$ cat config.mk
export PLATFORM = sky130hd
export DESIGN_NAME = sfx_arbiter
export DESIGN_NICKNAME = d
export VERILOG_FILES = /design/src/rtl/sfx_arbiter.sv
export SDC_FILE = /design/constraint.sdc
export NUM_CORES = 1
export LEC_CHECK = 0
export BUFFER_PORTS_ARGS = -buffer_cell sky130_fd_sc_hd__buf_4
export CAP_MARGIN = 10
export CORE_UTILIZATION = 40
export CTS_BUF_LIST = sky130_fd_sc_hd__clkbuf_4
export DETAILED_ROUTE_END_ITERATION = 10
export GPL_TIMING_DRIVEN = 0
export PLACE_DENSITY = 0.73
export RECOVER_POWER = 25
export SYNTH_ARGS = -nofsm -noshare
export SYNTH_HDL_FRONTEND = slang
export SYNTH_SLANG_ARGS = --single-unit
$ cat constraint.sdc
create_clock -name clk -period 6.9 [get_ports clk]
set_input_delay 1.035 -clock clk [delete_from_list [all_inputs] [get_ports clk]]
set_output_delay 1.035 -clock clk [all_outputs]
set_load 0.1 [all_outputs]
$ cat src/rtl/sfx_arbiter.sv
// Sound-effect arbiter: grants one of four requesters the buzzer for a
// fixed number of duration ticks, optionally followed by a silent gap.
// Requester 0 has the highest priority and may abort a lower-priority note.
module sfx_arbiter #(
  parameter int TICK_CYCLES = 1_000_000,
  parameter int GAP_TICKS   = 1,
  parameter int PREEMPT     = 1
) (
  input  logic        clk,
  input  logic        rst,
  input  logic [3:0]  req,
  input  logic [87:0] note_div_req,
  input  logic [31:0] dur_req,
  output logic [3:0]  ack,
  output logic [3:0]  done,
  output logic [3:0]  drop,
  output logic [1:0]  owner,
  output logic        busy,
  output logic [21:0] note_div,
  output logic        mute
);

  localparam int TW = (TICK_CYCLES > 1) ? $clog2(TICK_CYCLES) : 1;
  localparam logic [TW-1:0] TICK_LAST = TW'(TICK_CYCLES - 1);
  localparam logic [7:0]    GAP_LOAD  = 8'(GAP_TICKS);

  typedef enum logic [1:0] {S_IDLE, S_PLAY, S_GAP} state_t;

  state_t          state_q, state_d;
  logic [TW-1:0]   tick_q, tick_d;
  logic [7:0]      rem_q, rem_d;
  logic [1:0]      owner_q, owner_d;
  logic [3:0]      ack_q, ack_d;
  logic [3:0]      done_q, done_d;
  logic [3:0]      drop_q, drop_d;
  logic            busy_q, busy_d;
  logic            mute_q, mute_d;
  logic [21:0]     note_div_q, note_div_d;

  logic [1:0]      win_idx;
  logic            win_any;
  logic            tick_wrap;
  logic            last_tick;
  logic            preempt;
  logic            grant;
  logic [7:0]      grant_dur;

  // Decode the winning requester and the events that drive this cycle's transition
  always_comb begin
    win_idx = 2'd0;
    win_any = |req;
    for (int i = 3; i >= 0; i--) begin
      if (req[i]) win_idx = 2'(i);
    end
    tick_wrap = (tick_q == TICK_LAST);
    last_tick = tick_wrap && (rem_q == 8'd1);
    // the owner's own req is never lower than owner_q, so it cannot self-preempt
    preempt   = (PREEMPT != 0) && (state_q == S_PLAY) && win_any && (win_idx < owner_q);
    grant     = ((state_q == S_IDLE) && win_any) || preempt;
    grant_dur = dur_req[8*win_idx +: 8];
    if (grant_dur == 8'd0) grant_dur = 8'd1;
  end

  // Next state and tick / remaining-tick counters
  always_comb begin
    state_d = state_q;
    tick_d  = tick_q;
    rem_d   = rem_q;
    if (grant) begin
      state_d = S_PLAY;
      tick_d  = '0;
      rem_d   = grant_dur;
    end else if (state_q != S_IDLE) begin
      tick_d = tick_wrap ? '0 : tick_q + TW'(1);
      if (tick_wrap) rem_d = rem_q - 8'd1;
      if (last_tick) begin
        tick_d = '0;
        if ((state_q == S_PLAY) && (GAP_TICKS > 0)) begin
          state_d = S_GAP;
          rem_d   = GAP_LOAD;
        end else begin
          state_d = S_IDLE;
          rem_d   = 8'd0;
        end
      end
    end
  end

  // Registered outputs derived from the same-cycle transition decision
  always_comb begin
    ack_d      = 4'd0;
    done_d     = 4'd0;
    drop_d     = 4'd0;
    owner_d    = owner_q;
    note_div_d = note_div_q;
    if (grant) begin
      ack_d[win_idx] = 1'b1;
      owner_d        = win_idx;
      note_div_d     = note_div_req[22*win_idx +: 22];
    end
    if (preempt) drop_d[owner_q] = 1'b1;
    // preemption wins over completion, so an aborted owner never sees done
    if ((state_q == S_PLAY) && !grant && last_tick) done_d[owner_q] = 1'b1;
    if (state_d != S_PLAY) note_div_d = 22'd0;
    busy_d = (state_d != S_IDLE);
    mute_d = (state_d != S_PLAY);
  end

  // State and output registers with synchronous reset
  always_ff @(posedge clk) begin
    if (rst) begin
      state_q    <= S_IDLE;
      tick_q     <= '0;
      rem_q      <= 8'd0;
      owner_q    <= 2'd0;
      ack_q      <= 4'd0;
      done_q     <= 4'd0;
      drop_q     <= 4'd0;
      busy_q     <= 1'b0;
      mute_q     <= 1'b1;
      note_div_q <= 22'd0;
    end else begin
      state_q    <= state_d;
      tick_q     <= tick_d;
      rem_q      <= rem_d;
      owner_q    <= owner_d;
      ack_q      <= ack_d;
      done_q     <= done_d;
      drop_q     <= drop_d;
      busy_q     <= busy_d;
      mute_q     <= mute_d;
      note_div_q <= note_div_d;
    end
  end

  assign ack      = ack_q;
  assign done     = done_q;
  assign drop     = drop_q;
  assign owner    = owner_q;
  assign busy     = busy_q;
  assign mute     = mute_q;
  assign note_div = note_div_q;

endmodule
==> results.md, run 1 <==
* Grt ovf at 0
* Worst-margin pin slew at 1.25 ns
* Post-route insts no fill at 834
* Met1 wire length at 5780 um
* Nets@finish at 823
* Setup CP Type: in2reg
* Max Freq at 0.232 GHz
* Drt pass-1 iters at 4
* # setup viols final at 0
* Maximum fanout along the worst path at 10
* Total leakage power at 2.21 nW
* Setup TNS at 0 ns
* Routed Antenna Nets at 0
* Number of synthesized register bits at 68
* Min Hold Slack at 0.462 ns
* Drt initial violations at 163
* Sink Count at 68
* Crit path DAT at 4.63 ns
* Area growth, synth to finish at 32.6%
* Post-CTS Hold Fix Bufs at 0
* Diodes inserted at 0
* Ys flop type: dfxtp_1
* Status: finished clean
* RSZ-0062 raised after global routing: false
* Area contributors post-synth: dfxtp_1 (32%), mux2i_1 (6.6%), nand2_1 (5.1%), a211o_1 (4.7%), o221ai_1 (4.5%)
* Syn_nets at 651
* GP Congestion at 0.872
* Final worst path period need at 4.31 ns
* Power density over the cells at 197 nW/um^2
* Root Buffer: clkbuf_4
* Core Region at 10300 um^2
* Worst-skew pair later-pin latency at 0.41 ns
* Ys async rst share at 0
* Number of port buffers at 161
* Chip Width at 105 um
* DP HPWL at 10800 um
* Total number of vias at 4675
* DRC viols at 0
* Max Cap Viol at 0
* Die Ht at 105 um
* Clock Skew at 0.0261 ns
* Num CTS Buffers at 9
* CTS tree: done
* Layout cells sized above 1 at 0.265
* GRT Total Usage at 0.247
* WL/cell at 16.3 um
* Post-CTS sizing at 0
* Mapped Area at 4250 um^2
* Setup crit end kind: register
* Core Rows at 37
* Register area at 1360 um^2
* Post-CTS Setup Bufs at 0
* Mean Syn Cell Area at 8.16 um^2
* DR WL met2 at 6860 um
* Post-Place Cells at 818
* Sequential area share after synthesis at 0.320
* Bufs and invs on worst path at 6
* Worst R2R Start: tick_q[10]
* CP Launch Type: input port
* H-Tree Depth at 3
* Area leader, netlist: dfxtp_1
* Max Used Layer: met4
* Initial Util at 0.412
* Multi-input gate area at 2660 um^2
* Synth top area share at 0.320
* Slew Limit Fails at 0
* Most frequent CP cell: clkbuf_1
* Initial antenna violation count at 0
* Final hold violation count at 0
* Worst-path clk slew at 0.11 ns
* Min-Delay Path Class: reg2reg
* Metal3 WL at 850 um
* Required @ worst endpoint at 7.23 ns
* Peak supply drop at 0.121 mV
* Vias in the first global route at 4680
* Detailed Route WL at 13600 um
* Fin crit share at 0.624
* Yosys warnings at 0
* CP max-delay cell: clkbuf_1
* CP max stage delay at 0.50 ns
* First-pass GRT wire length at 21800 um
* Full die area at 11000 um^2
* Worst slew margin at 0.173
* RR Endpoint: note_div[19]
* Worst hold stages at 2
* Avg Vias per Cell at 5.61
* Min-delay src: note_div[2]
* Reg2reg setup slack at 4.20 ns
* Reg2Reg Depth at 7
* # fillers at 994
* Synth unique cells at 54
* Number of enable flip-flop cells after synthesis at 0
* Family with the most delay on the worst path: buffers and inverters
* IO Pins at 164
* Hold EP: note_div[2]
* Largest net degree at the start of global routing at 12
* Post-Syn Instances at 521
* Cell breakdown of the critical path: buf_4 -> clkbuf_1 -> clkbuf_1 -> nor2_1 -> clkbuf_1 -> nor2_1 -> ha_1 -> nand3b_1 -> nand4_1 -> a31o_2 -> clkbuf_1 -> o211ai_2 -> clkbuf_1 -> nor2_1
* Max clock buf depth at 2
[kinds of logic (layout without fill, tap and decap cells)]
logic type / count (synthesis) / in the layout / synth area share
buf+inv: 57 / 234 / 0.0550
xor+xnor: 19 / 19 / 0.0392
compound gates: 145 / 145 / 0.274
mux: 28 / 28 / 0.0659
simple gates: 200 / 200 / 0.234
flops: 68 / 68 / 0.320
fa+ha+maj: 4 / 4 / 0.0118
[registers in the layout, indices dropped and copies added (netlist names)]
| register | count |
|---|---|
| state_q | 2 |
| rem_q | 8 |
| owner | 2 |
| tick_q | 20 |
| mute | 1 |
| drop | 4 |
| done | 4 |
| note_div | 22 |
| ack | 4 |
| busy | 1 |
[cell usage in the layout (no fill, tap or decap), types with 6 or more instances in the layout]
| cell | count |
|---|---|
| a21oi_1 | 14 |
| nor2b_1 | 25 |
| dfxtp_1 | 68 |
| nor2_1 | 46 |
| inv_1 | 14 |
| o221ai_1 | 22 |
| or4_1 | 6 |
| xnor2_1 | 14 |
| buf_4 | 135 |
| clkbuf_1 | 61 |
| a211o_1 | 23 |
| nand3b_1 | 8 |
| a211oi_1 | 9 |
| nor3_1 | 17 |
| a221oi_1 | 9 |
| o211ai_1 | 24 |
| mux2i_1 | 28 |
| or3_1 | 6 |
| a21oi_2 | 19 |
| clkbuf_4 | 10 |
| nand2_1 | 58 |
| nand3_1 | 9 |
[synthesized netlist by cell type (14+ instances only)]
cell / instances
inv_1: 14
clkbuf_1: 35
mux2i_1: 28
dfxtp_1: 68
nor3_1: 17
nand2_1: 58
a21oi_2: 19
xnor2_1: 14
a21oi_1: 14
a211o_1: 23
nor2_1: 46
o211ai_1: 24
nor2b_1: 25
o221ai_1: 22
[final cells by class]
type                    count  share of cell area
inverters                  15             0.00999
clock buffers              10              0.0133
well taps                 136              0.0302
repair buffers            161               0.197
multi-input cells         396               0.471
clock inverters             6             0.00555
plain buffers              42              0.0315
flip-flops and latches     68               0.241
[metal layers]
layer,up-vias,global-route usage
li1,2276,-
met1,2224,0.286
met2,161,0.445
met3,14,0.0580
met4,0,0.0775
met5,-,0
[power by group]
group / internal [mW] / switching, mW
Sequential: 0.421 / 0.0186
Combinational: 0.147 / 0.305
Clock: 0.0746 / 0.143
[how the worst max path moves through the flow]
stage               startpoint          to  slack [ns]  cells after the start
floorplan               req[2]  tick_q[10]        3.30                     13
global placement        req[2]  tick_q[10]        2.29                     14
detailed placement      req[2]  tick_q[17]        2.24                     14
CTS                     req[2]  tick_q[17]        2.67                     14
global route            req[2]  tick_q[17]        2.23                     14
finish                  req[2]  tick_q[17]        2.59                     14
[per-stage QoR]
| step | util | cell area [um^2] | setup slack [ns] | total power [mW] |
|---|---|---|---|---|
| 2_1_floorplan | - | 4250 | 3.30 | 0.761 |
| 3_3_place_gp | 0.545 | 5630 | 2.29 | 0.901 |
| 3_5_place_dp | 0.545 | 5630 | 2.24 | 0.906 |
| 4_1_cts | 0.556 | 5740 | 2.67 | 1.12 |
| 5_1_grt | 0.546 | 5640 | 2.23 | 1.16 |
| 6_report | 0.546 | 5640 | 2.59 | 1.11 |
[worst register-to-register path: cells and delay by family, from the launching register on]
family,cells,cell delay (ns)
buffers and inverters,2,0.38
AND/OR/NAND/NOR,2,1.08
AO/OA/AOI/OAI,3,0.81
flip-flops,1,0.37
Power figures use the tool's default switching activity.
==> run 2, diff against run 1 <==
==> constraint.sdc (replaced) <==
create_clock -name clk -period 4 [get_ports clk]
set_input_delay 0.6 -clock clk [delete_from_list [all_inputs] [get_ports clk]]
set_output_delay 0.6 -clock clk [all_outputs]
set_load 0.1 [all_outputs]
==> run 2 against run 1 <==
Clock power increased by 72%. Sequential power increased by 73%. Highest routed layer unchanged. Count of clock-buffer cells in the layout unchanged. Critical path type unchanged.
==> results.md, run 2 (synthesis results as in run 1) <==
* Pwr Total at 1.91 mW (+72%)
* Worst-path clk slew at 0.11 ns (about the same)
* RSZ-0062 raised after global routing: false
* Drt initial violations at 179 (+9.8%)
* Register area at 1360 um^2 (unchanged)
* Number of port buffers at 161 (unchanged)
* Final worst path period need at 3.65 ns
* Total leakage power at 2.22 nW (+0.15%)
* Chip Width at 105 um (unchanged)
* Busiest grt layer: met2
* Final instance area at 5640 um^2 (about the same)
* Core Region at 10300 um^2 (unchanged)
* Total number of vias at 4727 (+1.1%)
* Die Ht at 105 um (unchanged)
* Routed Antenna Nets at 0 (unchanged)
* GRT Total Usage at 0.247 (unchanged)
* WL/cell at 16.3 um (-0.16%)
* Fin crit share at 0.913
* Met2 Use GR at 0.445 (unchanged)
* Multi-input gate area at 2660 um^2 (unchanged)
* Worst-skew pair later-pin latency at 0.41 ns (about the same)
* Status: finished clean
* Final hold violation count at 0 (unchanged)
* DP Area at 5630 um^2 (unchanged)
* Nets@finish at 823 (unchanged)
* CP Launch Type: input port
* GR Util met1 at 0.286 (unchanged)
* Maximum fanout along the worst path at 10 (unchanged)
* Diodes inserted at 0 (unchanged)
* Crit path DAT at 3.98 ns (-0.65 ns)
* Power density over the cells at 339 nW/um^2 (+72%)
* Setup CP Type: in2reg
* Met3 GRT Util at 0.0580 (unchanged)
* Detailed Route WL at 13600 um (-0.16%)
* Full die area at 11000 um^2 (unchanged)
* Place WS at -0.224 ns (-2.46 ns)
* Min-Delay Path Class: reg2reg
* Max Cap Viol at 0 (unchanged)
* Vias in the first global route at 4680 (unchanged)
* Drt pass-1 iters at 4 (unchanged)
* Post-CTS Hold Fix Bufs at 0 (unchanged)
* Worst slew margin at 0.171 (-0.00154)
* IO Pins at 164 (unchanged)
* Slew Limit Fails at 0 (unchanged)
* Grt ovf at 0 (unchanged)
* H-Tree Depth at 3 (unchanged)
* Core Rows at 37 (unchanged)
* Avg Vias per Cell at 5.67 (+1.1%)
* Peak supply drop at 0.208 mV (+72%)
* DRC viols at 0 (unchanged)
* # setup viols final at 0 (unchanged)
* # fillers at 995 (+0.10%)
* Largest net degree at the start of global routing at 12 (unchanged)
* Most frequent cells in the layout: buf_4 (135), dfxtp_1 (68), clkbuf_1 (60)
* Required @ worst endpoint at 4.33 ns (-2.90 ns)
* Layout cells sized above 1 at 0.266 (+0.00143)
* Initial Util at 0.412 (unchanged)
* Worst-margin pin slew at 1.25 ns (+0.00233 ns)
* DP HPWL at 10800 um (unchanged)
* GP Congestion at 0.872 (unchanged)
* Max clock buf depth at 2 (unchanged)
* Largest register FFs at 22 (unchanged)
* CTS tree: done
* Root Buffer: clkbuf_4
* Max Freq at 0.274 GHz
* Setup crit end kind: register
* Commonest non-fill, non-tap cell in the layout: buf_4
* Area growth, synth to finish at 32.7% (about the same)
* Worst setup slack after layout at 0.350 ns (-2.24 ns)
* First-pass GRT wire length at 21800 um (unchanged)
* Initial antenna violation count at 0 (unchanged)
* Clock Skew at 0.0219 ns (-0.00426 ns)
* Sink Count at 68 (unchanged)
* Final design utilization at 0.546 (about the same)
* Num CTS Buffers at 9 (unchanged)
==> run 2: cell counts in the layout (fill, tap and decap cells not counted) <==
No cell type changed its count.
==> run 2: what timing repair did <==
| action | in CTS | in global routing |
|---|---|---|
| setup endpoints to repair | 0 | 36 |
| setup buffers | 0 | 0 |
| gates resized for setup | 0 | 2 |
==> run 2: layer usage <==
metal  vias up  wire length [um]
met5         -                 0
met4         0               157
met3        16               891
met2       189              6810
met1      2245              5750
li1       2277                 -
==> run 2: worst max-delay path, stage by stage <==
cell      delay (ns)
buf_4           0.13
clkbuf_1        0.19
clkbuf_1        0.29
nor2_1          0.36
clkbuf_2        0.34
nor2_1          0.12
ha_1            0.35
nand3b_1        0.09
nand4_1         0.13
a31o_2          0.19
clkbuf_1        0.42
o211ai_2        0.32
clkbuf_1        0.30
nor2_1          0.16
==> run 2: where the power goes <==
group          leakage (nW)  internal (mW)  total, mW  switching, mW
clock                0.0634          0.129      0.376          0.247
combinational          1.60          0.254      0.780          0.526
sequential            0.555          0.726      0.758         0.0322
==> run 2: final timing paths <==
kind | cells past startpoint | startpoint | slack, ns | endpoint
max | 14 | req[2] | 0.35 | tick_q[17]
min reg2reg | 2 | note_div[2] | 0.46 | note_div[2]
max reg2reg | 7 | tick_q[10] | 1.31 | note_div[19]
min | 2 | note_div[2] | 0.46 | note_div[2]
==> run 2: final cells by class <==
type	instances	share of cell area
sequential	68	0.241
inverter	15	0.00998
timing repair buffer	161	0.197
multi-input combinational	396	0.471
clock inverter	6	0.00555
clock buffer	10	0.0133
buffer	42	0.0317
tap	136	0.0302
==> run 2: per-stage QoR <==
step | instances | TNS, ns | hold WS, ns
after floorplan | 521 | 0 | 0.458
after global placement | 818 | -3.98 | 0.444
after detailed placement | 818 | -5.36 | 0.451
after CTS | 834 | 0 | 0.469
after global routing | 834 | 0 | 0.486
final | 834 | 0 | 0.462
